**config.mk**
```make
export PLATFORM = sky130hd
export DESIGN_NAME = userio_joy_scan
export DESIGN_NICKNAME = d
export VERILOG_FILES = /design/src/rtl/userio_joy_scan.sv
export SDC_FILE = /design/constraint.sdc
export NUM_CORES = 1
export LEC_CHECK = 0
export ABC_AREA = 0
export ABC_CLOCK_PERIOD_IN_PS = 2020
export BUFFER_PORTS_ARGS = -buffer_cell sky130_fd_sc_hd__buf_2
export CAP_MARGIN = 20
export CORE_AREA = 2 2 100 102
export CTS_BUF_LIST = sky130_fd_sc_hd__clkbuf_8
export DETAILED_ROUTE_END_ITERATION = 7
export DIE_AREA = 0 0 102 104
export HOLD_SLACK_MARGIN = 0.05
export PLACE_DENSITY = 0.69
export SLEW_MARGIN = 20
export SYNTH_ARGS = -nofsm -noshare
export SYNTH_HDL_FRONTEND = slang
export SYNTH_SLANG_ARGS = --single-unit
```
**constraint.sdc**
```tcl
create_clock -name clk -period 2.02 [get_ports clk]
set_input_delay 0.101 -clock clk [delete_from_list [all_inputs] [get_ports clk]]
set_output_delay 0.101 -clock clk [all_outputs]
set_load 0.01 [all_outputs]
```
**src/rtl/userio_joy_scan.sv**
```systemverilog
// userio_joy_scan
//   Scans a chain of 74HC165-style parallel-in/serial-out registers on the
//   UserIO port. It assembles NUM_PLAYERS words of BITS_PER_PLAYER buttons
//   each and presents them as an active-high joystick bus.
//
//   Optional build macro: USERIO_JOY_DEBOUNCE_EN
//     When defined, joystick only takes a new value once two consecutive
//     frames agree.
//
// Ports
//   clk          scan clock (CLK_JOY domain)
//   reset_n      asynchronous active-low reset
//   en           scanning enable (level)
//   joy_data     serial data from the chain, buttons active-low
//   joy_clk      shift clock to the chain
//   joy_load     parallel-load strobe to the chain, active-low
//   joystick     decoded buttons, active-high;
//                player p is at [p*BITS_PER_PLAYER +: BITS_PER_PLAYER]
//   frame_done   one-clk pulse when joystick may have updated
//   frame_cnt    completed-frame counter, wraps 255 -> 0
//   scan_active  high whenever the scanner is not idle
module userio_joy_scan #(
    parameter int NUM_PLAYERS     = 2,
    parameter int BITS_PER_PLAYER = 16,
    parameter int CLK_DIV         = 64,
    parameter int GAP_TICKS       = 32
) (
    input  logic                                   clk,
    input  logic                                   reset_n,
    input  logic                                   en,
    input  logic                                   joy_data,
    output logic                                   joy_clk,
    output logic                                   joy_load,
    output logic [NUM_PLAYERS*BITS_PER_PLAYER-1:0] joystick,
    output logic                                   frame_done,
    output logic [7:0]                             frame_cnt,
    output logic                                   scan_active
);

    localparam int TOTAL = NUM_PLAYERS * BITS_PER_PLAYER;
    localparam int IW    = $clog2(TOTAL + 1);
    localparam int PW    = (CLK_DIV > 1) ? $clog2(CLK_DIV) : 1;
    localparam int GW    = $clog2(GAP_TICKS + 1);

    typedef enum logic [2:0] {
        S_IDLE,
        S_LOAD,
        S_SAMPLE,
        S_CLK_HI,
        S_LATCH,
        S_GAP
    } state_t;

    state_t             state_q, state_d;
    logic [PW-1:0]      presc_q, presc_d;
    logic [IW-1:0]      idx_q, idx_d;
    logic [GW-1:0]      gap_q, gap_d;
    logic [TOTAL-1:0]   sr_q, sr_d;
    logic [1:0]         sync_q, sync_d;
    logic [TOTAL-1:0]   joystick_q, joystick_d;
    logic [7:0]         frame_cnt_q, frame_cnt_d;
    logic               frame_done_q, frame_done_d;
    logic               joy_clk_q, joy_clk_d;
    logic               joy_load_q, joy_load_d;
    logic               scan_active_q, scan_active_d;
    logic               tick;
    logic               data_s;
    logic [IW-1:0]      idx_inc;
`ifdef USERIO_JOY_DEBOUNCE_EN
    logic [TOTAL-1:0]   prev_q, prev_d;
`endif

    // Prescaler free-runs regardless of en so tick phase is never disturbed.
    assign tick    = (presc_q == PW'(CLK_DIV - 1));
    assign data_s  = sync_q[1];
    assign idx_inc = idx_q + 1'b1;

    always_comb begin
        state_d      = state_q;
        presc_d      = tick ? '0 : presc_q + 1'b1;
        idx_d        = idx_q;
        gap_d        = gap_q;
        sr_d         = sr_q;
        sync_d       = {sync_q[0], joy_data};
        joystick_d   = joystick_q;
        frame_cnt_d  = frame_cnt_q;
        frame_done_d = 1'b0;
`ifdef USERIO_JOY_DEBOUNCE_EN
        prev_d       = prev_q;
`endif

        case (state_q)
            S_IDLE: begin
                if (tick && en) state_d = S_LOAD;
            end
            S_LOAD: begin
                idx_d = '0;
                if (tick) state_d = S_SAMPLE;
            end
            S_SAMPLE: begin
                if (tick) begin
                    // First bit shifted in ends up at sr[0] after TOTAL shifts.
                    sr_d  = {~data_s, sr_q[TOTAL-1:1]};
                    idx_d = idx_inc;
                    if (idx_inc == IW'(TOTAL)) state_d = S_LATCH;
                    else                       state_d = S_CLK_HI;
                end
            end
            S_CLK_HI: begin
                if (tick) state_d = S_SAMPLE;
            end
            S_LATCH: begin
`ifdef USERIO_JOY_DEBOUNCE_EN
                if (sr_q == prev_q) joystick_d = sr_q;
                prev_d = sr_q;
`else
                joystick_d = sr_q;
`endif
                frame_done_d = 1'b1;
                frame_cnt_d  = frame_cnt_q + 1'b1;
                gap_d        = '0;
                state_d      = S_GAP;
            end
            S_GAP: begin
                if (tick) begin
                    if (gap_q == GW'(GAP_TICKS - 1)) state_d = en ? S_LOAD : S_IDLE;
                    else                             gap_d   = gap_q + 1'b1;
                end
            end
            default: state_d = S_IDLE;
        endcase

        // Pin-level outputs are registered from the next state so they
        // switch cleanly on the same edge as the state register.
        joy_load_d    = (state_d != S_LOAD);
        joy_clk_d     = (state_d == S_CLK_HI);
        scan_active_d = (state_d != S_IDLE);
    end

    always_ff @(posedge clk or negedge reset_n) begin
        if (!reset_n) begin
            state_q       <= S_IDLE;
            presc_q       <= '0;
            idx_q         <= '0;
            gap_q         <= '0;
            sr_q          <= '0;
            sync_q        <= '1;
            joystick_q    <= '0;
            frame_cnt_q   <= '0;
            frame_done_q  <= 1'b0;
            joy_clk_q     <= 1'b0;
            joy_load_q    <= 1'b1;
            scan_active_q <= 1'b0;
        end else begin
            state_q       <= state_d;
            presc_q       <= presc_d;
            idx_q         <= idx_d;
            gap_q         <= gap_d;
            sr_q          <= sr_d;
            sync_q        <= sync_d;
            joystick_q    <= joystick_d;
            frame_cnt_q   <= frame_cnt_d;
            frame_done_q  <= frame_done_d;
            joy_clk_q     <= joy_clk_d;
            joy_load_q    <= joy_load_d;
            scan_active_q <= scan_active_d;
        end
    end

`ifdef USERIO_JOY_DEBOUNCE_EN
    always_ff @(posedge clk or negedge reset_n) begin
        if (!reset_n) prev_q <= '0;
        else          prev_q <= prev_d;
    end
`endif

    assign joy_clk     = joy_clk_q;
    assign joy_load    = joy_load_q;
    assign joystick    = joystick_q;
    assign frame_done  = frame_done_q;
    assign frame_cnt   = frame_cnt_q;
    assign scan_active = scan_active_q;

endmodule

```
==> results.tsv, run 1 <==
metric	value	unit
run status	complete, no violations	
clk root buf	clkbuf_8	
Synthesized Nets	319	
Final Hold Vio Count	0	
max incr delay on CP	0.48	ns
worst vdd ir	0.000494	V
Area growth, synth to finish	15.3	%
Fin Clk Skew	0.0115	ns
RD Place Congestion	0.798	
H-tree levels	3	
Peak Freq	539	MHz
min Tclk post-route	1.85	ns
Hold Crit Class	in -> async	
Worst Tran Pin Value	0.381	ns
Flop pwr share	0.594	
via count	2585	
commonest non-fill, non-tap cell in the layout	dfrtp_1	
sequential fraction of the synthesis area	0.595	
DIE WIDTH	102	µm
Initial Utilization	0.437	
remaining antenna violation count	0	
DP HPWL	4990	µm
fin crit share	0.918	
core area	0.00955	mm²
Cell Int Power	2.66	mW
initial drt markers	103	
synthesized area	0.00417	mm²
clock share of power	0.391	
die area	0.0106	mm²
RSZ-0062 raised after global routing	false	
clock sink count	99	
largest cells by area after synthesis	dfrtp_1 58%, mux2_2 17%, buf_6 2.2%, dfstp_2 1.9%, nand2_1 1.3%	
Yosys Warn Count	0	
Crit Path Max Fanout	7	
postcts setup bufs	0	
Remaining DRCs	0	
number of buffers created by CTS	9	
global-route wire length before repair	12400	µm
Post-synth EDFFs	0	
worst-path cell with the longest stage delay	or4_1	
final wirelength	7350	µm
largest net degree at the start of global routing	53	
syn avg cell area	13.4	µm²
Crit. End Element	flop	
top-area cell type share of the netlist area	0.576	
Fin Setup TNS	0	ns
share of cells above drive strength 1	0.393	
row cnt	36	
PD cells	694	mW/mm²
CP arrival	2.15	ns
wire per inst	14.5	µm
Combinational Power Share	0.015	
Port Buffers	47	
CP Class	reg -> reg	
ANT cells	0	
CP Launch Type	flop	
post-synthesis cell type count	44	
Post-synth top flop	dfrtp_1	
Leakage Power	2.45	nW
post-synthesis async set-or-reset flop share	1.00	
commonest non-fill, non-tap cells in the layout	96 x dfrtp_1, 63 x mux2_2, 46 x buf_2, 15 x nand2_1	
CTS Buffer Depth	2	
final net count	377	
clock slew at reported path FFs	0.09	ns
initial antenna violation count	0	
required time of the critical path	2.32	ns
Overflow after GRT	0	
Global Route Usage Sum	0.148	
CP cell instances	ha_1 > nor2b_1 > a21o_1 > or4_1 > a21oi_1	
max cap viols	0	
Slew Viols, Final	0	
switching share of total power	0.204	
I/O pin cnt	48	
Pre-Repair DR Iteration Count	6	
TritonCTS clock tree	built	
die height	104	µm
via density per instance	5.10	
number of global-route vias before repair	2526	
P_sw	0.680	mW
post-synthesis register bit count	99	
final setup fails	0	
Worst-Skew Late Latency	0.37	ns
Fillers	879	
total power	3.34	mW
slew margin rel.	0.738	
post-synth top area cell	dfrtp_1	
post-synthesis cell count	311	
-- synthesized netlist by cell type (4+ instances only) --
library cell	instances
a21oi_1	10
and3_1	4
buf_6	8
clkbuf_1	4
dfrtp_1	96
ha_1	4
mux2_2	63
nand2_1	15
nand3_1	10
nand4_1	4
nor2_1	11
nor3_1	4
o211ai_1	5
o21ai_0	9
o31ai_1	4
or4_1	5
xnor2_1	6
xor2_1	4
-- power groups by stage --
| stage | clock (mW) | sequential, mW | combinational, mW |
|---|---|---|---|
| floorplan | 0 | 2.02 | 0.000298 |
| global placement | 0 | 2.02 | 0.0502 |
| detailed placement | 0 | 2.02 | 0.0506 |
| CTS | 1.34 | 1.98 | 0.0536 |
| global route | 1.44 | 1.98 | 0.0602 |
| finish | 1.30 | 1.98 | 0.0502 |
-- final timing paths --
kind	startpoint	endpoint	slack [ns]	cells after the start
min in group clk	en	state_q[0]	0.23	4
worst max register to register	gap_q[0]	gap_q[5]	0.17	5
worst min-delay path	reset_n	idx_q[3]	0.17	2
worst max-delay path	gap_q[0]	gap_q[5]	0.17	5
worst min register to register	sync_q[0]	sync_q[1]	0.36	0
max in group asynchronous	reset_n	sr_q[2]	1.20	3
-- flip-flops by register name, summed over array words and instances, names as in the netlist --
register,count
frame_cnt,8
frame_done,1
gap_q,6
idx_q,6
joy_clk,1
joy_load,1
joystick,32
presc_q,6
scan_active,1
sr_q,32
state_q,3
sync_q,2
-- layout make-up --
| type | instances | area (µm²) | share of cell area |
|---|---|---|---|
| clock inverter | 4 | 42.5 | 0.00884 |
| timing repair buffer | 62 | 380 | 0.0790 |
| multi-input combinational | 193 | 1560 | 0.324 |
| sequential | 99 | 2480 | 0.516 |
| inverter | 4 | 15.0 | 0.00312 |
| tap | 133 | 166 | 0.0346 |
| clock buffer | 12 | 165 | 0.0343 |
-- through the flow --
step           setup WS, ns  std cells  hold slack (ns)  cell area [µm²]  utilization
3_3_place_gp          0.221        489           0.0201             4580        0.480
4_1_cts               0.155        507            0.179             4810        0.503
5_1_grt              0.0163        507            0.192             4810        0.504
6_report              0.166        507            0.171             4810        0.504
3_5_place_dp          0.142        489           0.0202             4580        0.480
2_1_floorplan         0.295        311           -0.195             4170            -
-- kinds of logic after synthesis --
kind of cell / count (synthesis) / share of synthesized area
AOI/OAI and AO/OA: 40 / 0.0603
DFF: 99 / 0.595
muxes: 67 / 0.181
and+or+nand+nor: 72 / 0.0990
adders and majority gates: 4 / 0.0120
xor gates and xnor gates: 10 / 0.0210
buffers and inverters: 19 / 0.0324
-- worst max-delay path, delay by kind of cell (launching register included) --
kind	cells	cell delay (ns)
and+or+nand+nor	2	0.68
AOI/OAI and AO/OA	2	0.41
adders and majority gates	1	0.27
DFF	1	0.44
-- layer usage --
| layer | global-route usage | routed length (µm) | vias to the layer above |
|---|---|---|---|
| li1 | - | - | 1231 |
| met1 | 0.217 | 3600 | 1297 |
| met2 | 0.204 | 3280 | 49 |
| met3 | 0.0538 | 361 | 8 |
| met4 | 0.0495 | 106 | 0 |
| met5 | 0 | 0 | - |
-- what timing repair did --
item | 4_1_cts | 5_1_grt
gates resized for setup | 0 | 1
setup endpoints to repair | 0 | 1
endpoints found under the hold margin | 97 | 0
hold buffers | 2 | 0
Note: power is estimated with default switching activity, not from simulation.
==> run 2, diff against run 1 <==
--- a/config.mk
+++ b/config.mk
@@ -9,12 +9,12 @@
 export ABC_CLOCK_PERIOD_IN_PS = 2020
 export BUFFER_PORTS_ARGS = -buffer_cell sky130_fd_sc_hd__buf_2
 export CAP_MARGIN = 20
-export CORE_AREA = 2 2 100 102
+export CORE_AREA = 2 2 95 97
 export CTS_BUF_LIST = sky130_fd_sc_hd__clkbuf_8
 export DETAILED_ROUTE_END_ITERATION = 7
-export DIE_AREA = 0 0 102 104
+export DIE_AREA = 0 0 97 99
 export HOLD_SLACK_MARGIN = 0.05
-export PLACE_DENSITY = 0.69
+export PLACE_DENSITY = 0.74
 export SLEW_MARGIN = 20
 export SYNTH_ARGS = -nofsm -noshare
 export SYNTH_HDL_FRONTEND = slang
==> run 2 against run 1 <==
- first-iteration DRC count is 15% higher
- clock skew is 0.0033 ns lower
- hold slack better by 0.017 ns
- critical path type unchanged
- largest cell class unchanged
==> results.tsv, run 2 (same netlist as run 1, synthesis figures left out) <==
metric	value	unit	change
Area growth, synth to finish	14.6	%	
CP Class	reg -> reg		
commonest non-fill, non-tap cell in the layout	dfrtp_1		
Worst-Skew Late Latency	0.36	ns	about the same
RD Place Congestion	0.831		+4.2%
CP Launch Type	flop		
Initial Utilization	0.488		+0.0510
Final Hold Vio Count	0		unchanged
clock sink count	99		unchanged
clk root buf	clkbuf_8		
run status	complete, no violations		
slew margin rel.	0.655		-0.0838
worst-path cell with the longest stage delay	or4_1		
Leakage Power	2.44	nW	-0.59%
Hold Crit Class	in -> reg		
row cnt	34		-5.6%
Worst Tran Pin Value	0.518	ns	+0.137 ns
commonest non-fill, non-tap cells in the layout	96 x dfrtp_1, 63 x mux2_2, 46 x buf_2, 15 x nand2_1, 11 x nor2_1		
max cap viols	0		unchanged
required time of the critical path	2.31	ns	about the same
CTS Buffer Depth	2		unchanged
min Tclk post-route	1.90	ns	+0.0509 ns
Buf/Inv on CP	0		unchanged
global-route wire length before repair	12600	µm	+2.1%
DP HPWL	4880	µm	-2.2%
TritonCTS clock tree	built		
Finished Layout Cells	479		-5.5%
Fin Setup TNS	0	ns	unchanged
H-tree levels	3		unchanged
DIE WIDTH	97	µm	-4.9%
share of cells above drive strength 1	0.394		+0.000483
CP cell instances	ha_1 > nor2b_1 > a21o_1 > or4_1 > a21oi_1		
Crit Path Max Fanout	7		unchanged
Slew Viols, Final	0		unchanged
clock slew at reported path FFs	0.10	ns	about the same
die area	0.00960	mm²	-9.5%
Global Route Usage Sum	0.162		+0.0140
fin crit share	0.943		+0.0252
final setup fails	0		unchanged
remaining antenna violation count	0		unchanged
Fillers	689		-22%
Fin Clk Skew	0.00815	ns	-0.00332 ns
Pre-Repair DR Iteration Count	4		-2
Peak Freq	525	MHz	-2.7%
Remaining DRCs	0		unchanged
Final Core Density	0.559		+0.0555
Reg area	0.00248	mm²	unchanged
PD cells	716	mW/mm²	+3.3%
core area	0.00855	mm²	-10%
initial drt markers	118		+15%
postcts setup bufs	0		unchanged
final net count	374		-0.80%
number of global-route vias before repair	2608		+3.2%
worst vdd ir	0.000423	V	-14%
max incr delay on CP	0.49	ns	about the same
CP arrival	2.20	ns	+0.05 ns
Port Buffers	47		unchanged
RSZ-0062 raised after global routing	false		
largest net degree at the start of global routing	43		-19%
I/O pin cnt	48		unchanged
CP top delay family	simple AND/OR/NAND/NOR gates		
multi-input logic area	0.00156	mm²	-0.24%
via density per instance	5.46		+7.2%
Placed Cells	461		-5.7%
number of buffers created by CTS	9		unchanged
die height	99	µm	-4.8%
final wirelength	7280	µm	-0.91%
via count	2617		+1.2%
Crit. End Element	flop		
flop2flop setup slack	0.12	ns	-0.05 ns
ANT cells	0		unchanged
initial antenna violation count	0		unchanged
Overflow after GRT	0		unchanged
wire per inst	15.2	µm	+4.9%
[run 2: cell count changes in the layout (fill, tap and decap cells not counted)]
cell,delta
nor3_2,-1
buf_12,+1
and4_2,+1
nor3_1,+1
and4_1,-1
clkinvlp_4,+2
clkbuf_8,-3
inv_6,+1
buf_4,-4
inv_1,-2
bufinv_16,+1
inv_8,+1
[run 2: per-layer routing]
layer,vias to the layer above,track usage,wire length [µm]
li1,1228,-,-
met1,1319,0.224,3490
met2,59,0.251,3360
met3,11,0.0411,309
met4,0,0.0618,121
met5,-,0,0
[run 2: path summary, 6_finish.rpt]
path,from,end,depth (start not counted)
min in group asynchronous,reset_n,scan_active,2
min,en,scan_active,4
max,gap_q[0],gap_q[3],5
max in group asynchronous,reset_n,sync_q[0],3
max reg2reg,gap_q[0],gap_q[3],5
min reg2reg,sync_q[0],sync_q[1],0
[run 2: final cells by class]
class                   instances  share of cell area
flip-flops and latches         99               0.519
multi-input cells             193               0.326
repair buffers                 59              0.0774
well taps                     108              0.0283
clock buffers                   9              0.0259
clock inverters                 7              0.0209
inverters                       4             0.00314
[run 2: through the flow]
step / hold slack [ns] / power (mW) / setup slack (ns) / area (µm²)
2_1_floorplan: -0.195 / 2.02 / 0.295 / 4170
3_3_place_gp: 0.111 / 2.07 / 0.163 / 4540
3_5_place_dp: 0.113 / 2.07 / 0.104 / 4540
4_1_cts: 0.171 / 3.47 / 0.0920 / 4780
5_1_grt: 0.220 / 3.55 / 0.0248 / 4780
6_report: 0.188 / 3.43 / 0.115 / 4780
[run 2: power by group]
part	internal, mW	switching, mW
combinational	0.0106	0.0379
clock	0.708	0.686
sequential	1.98	0.000549
[run 2: worst reg2reg max path: stages (launching register included)]
cell	delay (ns)
dfrtp_1	0.45
ha_1	0.28
nor2b_1	0.21
a21o_1	0.26
or4_1	0.49
a21oi_1	0.15
[run 2: repair_timing]
item,in CTS,in global routing
hold buffers,2,0
resized for setup,0,1
hold endpoints to repair,38,0
setup endpoints to repair,0,3
